## src/rtl/sa_pkg.sv

```systemverilog
// Shared constants and row type for the systolic-array output path.
package sa_pkg;
    localparam int SA_COL   = 3;
    localparam int SA_DW    = 9;
    localparam int SA_SEQ_W = 8;

    // One result row: lane k occupies bits [k*SA_DW +: SA_DW].
    typedef logic [SA_COL-1:0][SA_DW-1:0] row_t;
endpackage

```

## src/rtl/col_row_packer_row_fifo.sv

```systemverilog
// row_fifo: synchronous show-ahead FIFO with a registered head word.
// The caller guarantees i_push only when not full (or full with i_pop) and i_pop only when not empty.
module row_fifo #(
    parameter  int W     = 27,
    parameter  int DEPTH = 4,
    localparam int AW    = $clog2(DEPTH),
    localparam int CW    = $clog2(DEPTH + 1)
) (
    input  logic          i_clk,
    input  logic          i_rst_n,
    input  logic          i_clear,
    input  logic          i_push,
    input  logic          i_pop,
    input  logic [W-1:0]  i_wdata,
    output logic [W-1:0]  o_rdata,
    output logic          o_empty,
    output logic          o_full,
    output logic [CW-1:0] o_count
);
    logic [W-1:0]  r_mem [DEPTH];
    logic [AW-1:0] r_wr_ptr;
    logic [AW-1:0] r_rd_ptr;
    logic [CW-1:0] r_count;
    logic [W-1:0]  r_rdata;
    logic [AW-1:0] w_rd_next;

    assign w_rd_next = r_rd_ptr + AW'(1);
    assign o_empty   = (r_count == '0);
    assign o_full    = (r_count == CW'(DEPTH));
    assign o_count   = r_count;
    assign o_rdata   = r_rdata;

    // NOTE: storage has no reset; the pointers and count define which entries are live.
    always_ff @(posedge i_clk) begin
        if (i_push && !i_clear)
            r_mem[r_wr_ptr] <= i_wdata;
    end

    always_ff @(posedge i_clk or negedge i_rst_n) begin
        if (!i_rst_n) begin
            r_wr_ptr <= '0;
            r_rd_ptr <= '0;
            r_count  <= '0;
            r_rdata  <= '0;
        end else if (i_clear) begin
            r_wr_ptr <= '0;
            r_rd_ptr <= '0;
            r_count  <= '0;
        end else begin
            if (i_push) r_wr_ptr <= r_wr_ptr + AW'(1);
            if (i_pop)  r_rd_ptr <= w_rd_next;
            if (i_push && !i_pop)      r_count <= r_count + CW'(1);
            else if (i_pop && !i_push) r_count <= r_count - CW'(1);
            // Head register tracks whichever entry will be at the front after this edge.
            if (i_push && (o_empty || (i_pop && r_count == CW'(1))))
                r_rdata <= i_wdata;
            else if (i_pop && r_count > CW'(1))
                r_rdata <= r_mem[w_rd_next];
        end
    end
endmodule

```

## src/rtl/col_row_packer.sv

```systemverilog
// col_row_packer: reassembles serialized column words into rows and buffers them in a row FIFO.
// Optional ROW_SEQ_EN adds an 8-bit per-row sequence tag on o_row_seq.
module col_row_packer import sa_pkg::*; #(
    parameter  int COL   = SA_COL,
    parameter  int DW    = SA_DW,
    parameter  int DEPTH = 4,
    localparam int CW    = $clog2(DEPTH + 1)
) (
    input  logic              i_clk,
    input  logic              i_rst_n,
    input  logic [DW-1:0]     i_data,
    input  logic              i_wren,
    input  logic              i_clear,
    input  logic              i_row_ready,
    output logic [COL*DW-1:0] o_row_data,
    output logic              o_row_valid,
    output logic [CW-1:0]     o_row_count,
    output logic              o_overflow,
    output logic              o_busy
`ifdef ROW_SEQ_EN
    ,
    output logic [SA_SEQ_W-1:0] o_row_seq
`endif
);
    localparam int RW = COL * DW;
    localparam int LW = $clog2(COL);
    localparam logic [LW-1:0] LAST = LW'(COL - 1);
`ifdef ROW_SEQ_EN
    localparam int FW = RW + SA_SEQ_W;
`else
    localparam int FW = RW;
`endif

    logic [LW-1:0]          r_lane;
    logic [(COL-1)*DW-1:0]  r_asm;
    logic                   r_overflow;
    logic                   w_pop;
    logic                   w_complete;
    logic                   w_push;
    logic                   w_empty;
    logic                   w_full;
    logic [FW-1:0]          w_wdata;
    logic [FW-1:0]          w_rdata;

    assign w_pop      = !w_empty && i_row_ready && !i_clear;
    assign w_complete = i_wren && !i_clear && (r_lane == LAST);
    // A full FIFO still takes the row when the head leaves on the same edge.
    assign w_push     = w_complete && (!w_full || w_pop);

    assign o_row_valid = !w_empty;
    assign o_row_data  = w_rdata[RW-1:0];
    assign o_overflow  = r_overflow;
    assign o_busy      = (r_lane != '0);

`ifdef ROW_SEQ_EN
    logic [SA_SEQ_W-1:0] r_seq;

    assign w_wdata   = {r_seq, i_data, r_asm};
    assign o_row_seq = w_rdata[FW-1:RW];

    always_ff @(posedge i_clk or negedge i_rst_n) begin
        if (!i_rst_n)     r_seq <= '0;
        else if (i_clear) r_seq <= '0;
        else if (w_push)  r_seq <= r_seq + 1'b1;
    end
`else
    assign w_wdata = {i_data, r_asm};
`endif

    always_ff @(posedge i_clk or negedge i_rst_n) begin
        if (!i_rst_n) begin
            r_lane     <= '0;
            r_asm      <= '0;
            r_overflow <= 1'b0;
        end else if (i_clear) begin
            r_lane     <= '0;
            r_overflow <= 1'b0;
        end else begin
            if (i_wren) begin
                r_lane <= (r_lane == LAST) ? '0 : r_lane + LW'(1);
                // The last lane goes straight into the FIFO, so only lanes 0..COL-2 are held.
                for (int k = 0; k < COL - 1; k++)
                    if (r_lane == LW'(k)) r_asm[k*DW +: DW] <= i_data;
            end
            if (w_complete && !w_push) r_overflow <= 1'b1;
        end
    end

    row_fifo #(
        .W     (FW),
        .DEPTH (DEPTH)
    ) u_row_fifo (
        .i_clk   (i_clk),
        .i_rst_n (i_rst_n),
        .i_clear (i_clear),
        .i_push  (w_push),
        .i_pop   (w_pop),
        .i_wdata (w_wdata),
        .o_rdata (w_rdata),
        .o_empty (w_empty),
        .o_full  (w_full),
        .o_count (o_row_count)
    );
endmodule

```

## config.mk

```make
export PLATFORM = sky130hd
export DESIGN_NAME = col_row_packer
export DESIGN_NICKNAME = d
export VERILOG_FILES = /design/src/rtl/sa_pkg.sv /design/src/rtl/col_row_packer_row_fifo.sv /design/src/rtl/col_row_packer.sv
export SDC_FILE = /design/constraint.sdc
export NUM_CORES = 1
export LEC_CHECK = 0
export BUFFER_PORTS_ARGS = -buffer_cell sky130_fd_sc_hd__buf_2
export CORE_UTILIZATION = 30
export CTS_BUF_LIST = sky130_fd_sc_hd__clkbuf_4 sky130_fd_sc_hd__clkbuf_8 sky130_fd_sc_hd__clkbuf_16
export CTS_CLUSTER_DIAMETER = 50
export DETAILED_ROUTE_END_ITERATION = 8
export HOLD_SLACK_MARGIN = 0.12
export PLACE_DENSITY_LB_ADDON = 0.25
export RECOVER_POWER = 25
export SLEW_MARGIN = 30
export SYNTH_ARGS = -nofsm -noshare
export SYNTH_HDL_FRONTEND = slang
export SYNTH_HIERARCHICAL = 1
export SYNTH_SLANG_ARGS = --single-unit
```

## constraint.sdc

```tcl
create_clock -name i_clk -period 6.2 [get_ports i_clk]
set_input_delay 0.62 -clock i_clk [delete_from_list [all_inputs] [get_ports i_clk]]
set_output_delay 0.62 -clock i_clk [all_outputs]
set_load 0.02 [all_outputs]
```

==> impl_metrics.json, run 1 <==
{
  "grt_start_max_net_pins": 56,
  "clock-sinks": 163,
  "gp_routability_congestion": 0.733,
  "grt_pass1_vias": 3684,
  "antenna_found_initial": 0,
  "fin_tns_setup_ns": 0,
  "rsz0062_at_grt": "no",
  "nets": 453,
  "wirelength_um": 13800,
  "ys_types": 45,
  "avgSynthCellArea_um2": 17.8,
  "cts_resized": 0,
  "synth_top_cell_by_area": "edfxtp_1",
  "cts-root-buf": "clkbuf_16",
  "numCtsBuffers": 17,
  "vias": 3434,
  "core_mm2": 0.0218,
  "synth-edff-count": 108,
  "cp-start-kind": "flip-flop",
  "worstPathRequired_ns": 6.50,
  "fillCellCount": 2078,
  "clk_pin_slew_ns": 0.06,
  "slew_viol_final": 0,
  "dpl.cell_count": 692,
  "die_area_mm2": 0.0228,
  "power_density_mw_per_mm2": 380,
  "n_antenna_cell": 0,
  "regArea_mm2": 0.00462,
  "synth_area_leaders": "edfxtp_1 (49%), dfrtp_1 (21%), mux4_2 (9.1%), o22ai_2 (3.8%), mux2_2 (3.0%)",
  "first_iter_violations": 124,
  "finalCritPeriodShare_pct": 55.9,
  "yosysMostFrequentCell": "edfxtp_1",
  "synth_nets": 396,
  "grt.overflow.total": 0,
  "slew_headroom_pct": 37.9,
  "final-instance-count-excl-fill": 724,
  "cts_max_path_buffers": 2,
  "r2r-start": "u_row_fifo/o_count[0]",
  "grt_pass1_wl_um": 21500,
  "dr.pass1.iters": 4,
  "syn_to_final_growth_pct": 16.0,
  "crit_fanout": 27,
  "finalWorstSetupSlack_ns": 2.73,
  "synthFlopType": "edfxtp_1",
  "layout-drive-gt1-share_pct": 36.7,
  "cts-hold-fix-buffers": 0,
  "period_minus_slack_ns": 3.47,
  "cts_tree": "done",
  "syn-instance-count": 374,
  "worstSetupPathType": "reg -> reg",
  "post_cts_buffers": 0,
  "r2r_slack_ns": 2.73,
  "place_ws_ns": 2.31,
  "yosysSeqAreaShare_pct": 69.4,
  "outcome": "finished clean",
  "peakVddDrop_v": 0.000200,
  "grtUsageTotal_pct": 13.2,
  "yosys_warnings": 6,
  "drc": 0,
  "tightestPinTransition_ns": 0.930,
  "hold_slack_ns": 0.369,
  "finalHoldViolations": 0,
  "clock_latency_ns": 0.42,
  "leakage_nw": 2.73,
  "maxCapViolCount": 0,
  "hpwl_um": 7850,
  "vias_per_cell": 4.74,
  "netlist_area_mm2": 0.00666,
  "timing.fmax_mhz": 288,
  "drtAntennaViolNets": 0,
  "crit_arrival_ns": 3.77,
  "start_util_pct": 30.5,
  "finClkSkew_ns": 0.00864,
  "die_w_um": 151,
  "die_y_um": 151,
  "totalPowerFinal_mw": 2.93,
  "r2r_cells": 9,
  "ys_ff_latch": 163,
  "rows": 54,
  "wl_per_cell_um": 19.0,
  "htree_levels": 4,
  "async_flop_share_pct": 33.7,
  "yosys-top-cells-count": "edfxtp_1 (108), dfrtp_1 (55), nor2_1 (50)",
  "numPortBuffers": 46,
  "critPathCaptureType": "flip-flop",
  "synth.top_cell.area_share_pct": 48.7,
  "multi_input_area_mm2": 0.00186,
  "r2r_end": "u_row_fifo/o_rdata[7]",
  "finalSetupViolCount": 0,
  "io_pins": 47,
  "min_path_type": "in -> async"
}
==> registers in the layout, summed over array words and instances (netlist names) <==
signal / cells
u_row_fifo/o_count: 3
u_row_fifo/r_mem: 108
u_row_fifo/r_wr_ptr: 2
u_row_fifo/r_rd_ptr: 2
r_lane: 2
u_row_fifo/o_rdata: 27
r_asm: 18
o_overflow: 1
==> per-stage QoR <==
stage / util, % / cell area, um^2
CTS: 35.4 / 7730
global placement: 32.7 / 7140
floorplan: - / 6660
finish: 35.4 / 7720
global route: 35.4 / 7720
detailed placement: 32.8 / 7170
==> cell families after synthesis <==
family / share of synthesized area [%]
compound gates: 6.07
xor+xnor: 0.789
fa+ha+maj: 1.50
buf+inv: 2.86
flops: 69.4
mux: 12.3
simple gates: 7.08
==> worst max-delay path, stage by stage (launching register included) <==
cell and delay [ns]:
dfrtp_1 0.42, inv_1 0.11, ha_1 0.30, nor2b_1 0.19, nor3b_1 0.76, o21ba_2 0.38
and2b_1 0.26, nand3_4 0.47, o22ai_1 0.38, nor2_1 0.06
==> cell type report <==
| class | instances | area share (%) |
|---|---|---|
| clock inverter | 10 | 0.972 |
| clock buffer | 22 | 6.32 |
| tap | 280 | 4.54 |
| inverter | 9 | 0.437 |
| sequential | 163 | 59.8 |
| timing repair buffer | 55 | 3.85 |
| multi-input combinational | 185 | 24.0 |
==> routing by layer <==
layer | up-vias | wire, um | track usage [%] | share of wire, %
li1 | 1534 | - | - | -
met2 | 56 | 6630 | 21.4 | 48
met5 | - | 0 | 0 | 0
met3 | 15 | 437 | 3.13 | 3.2
met4 | 0 | 213 | 4.75 | 1.5
met1 | 1829 | 6490 | 17.3 | 47
==> cell usage in the layout (no fill, tap or decap), types with 2 or more instances in the layout <==
cell type	synthesis	layout
buf_2	6	37
buf_4	2	7
dfrtp_1	55	54
clkinv_4	0	4
xnor2_1	5	5
o22ai_2	20	20
a21oi_1	2	2
mux4_2	27	27
inv_6	0	2
clkbuf_16	0	17
mux2_2	18	18
and2_1	5	5
nand2b_1	4	4
nor2b_1	4	4
edfxtp_1	108	108
nor2_2	10	10
nor2_1	50	50
inv_1	8	8
clkbuf_8	0	4
o22ai_1	7	7
nor3b_1	2	2
clkbuf_1	1	9
clkinv_2	0	3
ha_1	8	8
==> worst max-delay path by stage <==
| stage | from | end | slack, ns | cells past startpoint |
|---|---|---|---|---|
| floorplan | u_row_fifo/o_count[0] | u_row_fifo/r_mem[0][0] | 3.36 | 8 |
| global placement | u_row_fifo/o_count[0] | u_row_fifo/o_rdata[25] | 2.53 | 9 |
| detailed placement | u_row_fifo/o_count[0] | u_row_fifo/o_rdata[25] | 2.31 | 9 |
| CTS | u_row_fifo/o_count[0] | u_row_fifo/o_rdata[25] | 2.28 | 9 |
| global route | u_row_fifo/o_count[0] | u_row_fifo/o_rdata[7] | 2.47 | 9 |
| finish | u_row_fifo/o_count[0] | u_row_fifo/o_rdata[7] | 2.73 | 9 |
==> report_power, final <==
part,switching (mW),leakage (nW),internal [mW]
logic,0.313,0.792,0.208
registers,0.113,1.65,1.32
clock network,0.417,0.280,0.562
total,0.842,2.73,2.09
Power figures use the tool's default switching activity.
==> run 2, diff against run 1 <==
==> constraint.sdc (replaced) <==
create_clock -name i_clk -period 3.5 [get_ports i_clk]
set_input_delay 0.35 -clock i_clk [delete_from_list [all_inputs] [get_ports i_clk]]
set_output_delay 0.35 -clock i_clk [all_outputs]
set_load 0.02 [all_outputs]
==> run 2 against run 1 <==
Sequential cell count is the same. Critical endpoint is now u_row_fifo/o_rdata[6]. Die area unchanged. Hold slack got worse by 0.11 ns. Clock power grew 110%.
==> impl_metrics.json, run 2 (synthesis gave the netlist of run 1 again) <==
{
  "outcome": "finished clean",
  "fin_util_pct": 35.9,
  "finClkSkew_ns": 0.00891,
  "n_antenna_cell": 0,
  "hold_slack_ns": 0.256,
  "finalCritPeriodShare_pct": 81.4,
  "finalSetupViolCount": 0,
  "io_pins": 47,
  "gp_routability_congestion": 0.747,
  "leakage_nw": 2.78,
  "drtAntennaViolNets": 0,
  "maxCapViolCount": 0,
  "finalHoldViolations": 0,
  "timing.fmax_mhz": 351,
  "slowest_delay_ns": 0.43,
  "critPathLaunch": "u_row_fifo/o_count[0]",
  "worstSetupPathType": "reg -> reg",
  "cts-root-buf": "clkbuf_16",
  "final_cell_mix": "edfxtp_1 (108), dfrtp_1 (53), nor2_1 (50), buf_2 (37), mux4_2 (27)",
  "power_density_mw_per_mm2": 709,
  "top_register": "u_row_fifo/r_mem",
  "slew_headroom_pct": 43.2,
  "clock-sinks": 163,
  "tightestPinTransition_ns": 0.849,
  "worstPathRequired_ns": 3.80,
  "fin_tns_setup_ns": 0,
  "r2r_slack_ns": 0.65,
  "numPortBuffers": 46,
  "r2r_end": "u_row_fifo/o_rdata[6]",
  "grt_pass1_wl_um": 20300,
  "grt_pass1_vias": 3553,
  "rsz0062_at_grt": "no",
  "grtUsageTotal_pct": 12.4,
  "drc": 0,
  "fillCellCount": 2069,
  "die_y_um": 151,
  "wirelength_um": 13000,
  "htree_levels": 4,
  "cts_max_path_buffers": 2,
  "first_iter_violations": 175,
  "slew_viol_final": 0,
  "totalPowerFinal_mw": 5.56,
  "r2r-start": "u_row_fifo/o_count[0]",
  "vias": 3415,
  "antenna_found_initial": 0,
  "peakVddDrop_v": 0.000316,
  "min_path_type": "in -> reg",
  "grt.overflow.total": 0,
  "crit_path_cell_trace": "inv_1 -> ha_1 -> nor2b_1 -> nor3b_1 -> buf_4 -> o21ba_2 -> nor2b_1 -> a221o_1 -> buf_4 -> o22ai_1 -> nor2_1",
  "grt_start_max_net_pins": 30,
  "cp-start-kind": "flip-flop",
  "cts_tree": "done",
  "final_common_cell": "edfxtp_1",
  "syn_to_final_growth_pct": 17.8,
  "clk_pin_slew_ns": 0.06,
  "rows": 54,
  "post_cts_buffers": 0,
  "crit_fanout": 27,
  "vias_per_cell": 4.70,
  "regArea_mm2": 0.00462,
  "start_util_pct": 30.5,
  "r2r_cells": 11,
  "nets": 456,
  "hpwl_um": 7730,
  "cpMaxStageDelayCell": "dfrtp_1",
  "die_w_um": 151,
  "layout-drive-gt1-share_pct": 37.1,
  "endpoint": "u_row_fifo/o_rdata[6]",
  "numCtsBuffers": 17,
  "core_mm2": 0.0218,
  "critPathCaptureType": "flip-flop",
  "dr.pass1.iters": 4,
  "die_area_mm2": 0.0228,
  "clock_latency_ns": 0.42,
  "period_minus_slack_ns": 2.85,
  "crit_arrival_ns": 3.15,
  "largest_reg_flops": 108,
  "wl_per_cell_um": 17.9,
  "multi_input_area_mm2": 0.00185
}
run 2: changes by cell type in the layout (fill, tap and decap cells not counted), sizes merged:
cell         delta
buf             +2
bufinv          +6
clkbuf          -3
clkinv          -4
clkinvlp        +1
dlygate4sd3     +1
run 2: area by class of cell:
cell class                      count  share of cell area, %
Clock buffer                       19                   5.70
Clock inverter                     13                   2.90
Inverter                            9                  0.431
Multi-Input combinational cell    185                   23.6
Sequential cell                   163                   58.9
Tap cell                          280                   4.47
Timing Repair Buffer               58                   3.97
run 2: worst min path at each step:
stage | endpoint | slack (ns) | cells past startpoint | from
3_5_place_dp | u_row_fifo/o_count[0] | 0.47 | 1 | i_rst_n
6_report | r_lane[1] | 0.26 | 3 | i_wren
2_1_floorplan | o_overflow | 0.05 | 0 | i_rst_n
4_1_cts | u_row_fifo/r_mem[1][23] | 0.20 | 1 | i_data[5]
3_3_place_gp | u_row_fifo/r_wr_ptr[1] | 0.46 | 1 | i_rst_n
5_1_grt | r_lane[1] | 0.25 | 3 | i_wren
run 2: what timing repair did:
item                      CTS  global route
hold endpoints to repair   27             0
gates resized for setup     0             0
hold buffers                1             0
run 2: worst max-delay path: cells and delay by family (launching register included):
family | cells | cell delay [ns]
AO/OA/AOI/OAI | 3 | 0.83
adder cells (fa/ha/maj) | 1 | 0.31
buffers and inverters | 3 | 0.61
flip-flops | 1 | 0.43
AND/OR/NAND/NOR | 4 | 0.55
run 2: layer usage:
| metal | GRT usage (%) | up-vias | wire, um |
|---|---|---|---|
| met5 | 0 | - | 0 |
| met4 | 4.05 | 0 | 109 |
| met3 | 3.89 | 9 | 649 |
| met2 | 18.8 | 81 | 6210 |
| met1 | 16.9 | 1778 | 6070 |
| li1 | - | 1547 | - |
run 2: power breakdown:
part           internal, mW  leakage (nW)  switching (mW)
clock network          1.37         0.327           0.731
registers              2.34          1.65           0.223
logic                 0.370         0.802           0.530
run 2: per-stage QoR:
| stage | instance area [um^2] | setup slack [ns] | instances |
|---|---|---|---|
| finish | 7840 | 0.650 | 727 |
| floorplan | 6660 | 0.660 | 374 |
| global route | 7840 | 0.423 | 727 |
| CTS | 7850 | 0.661 | 727 |
| global placement | 7170 | 0.771 | 694 |
| detailed placement | 7170 | 0.689 | 694 |
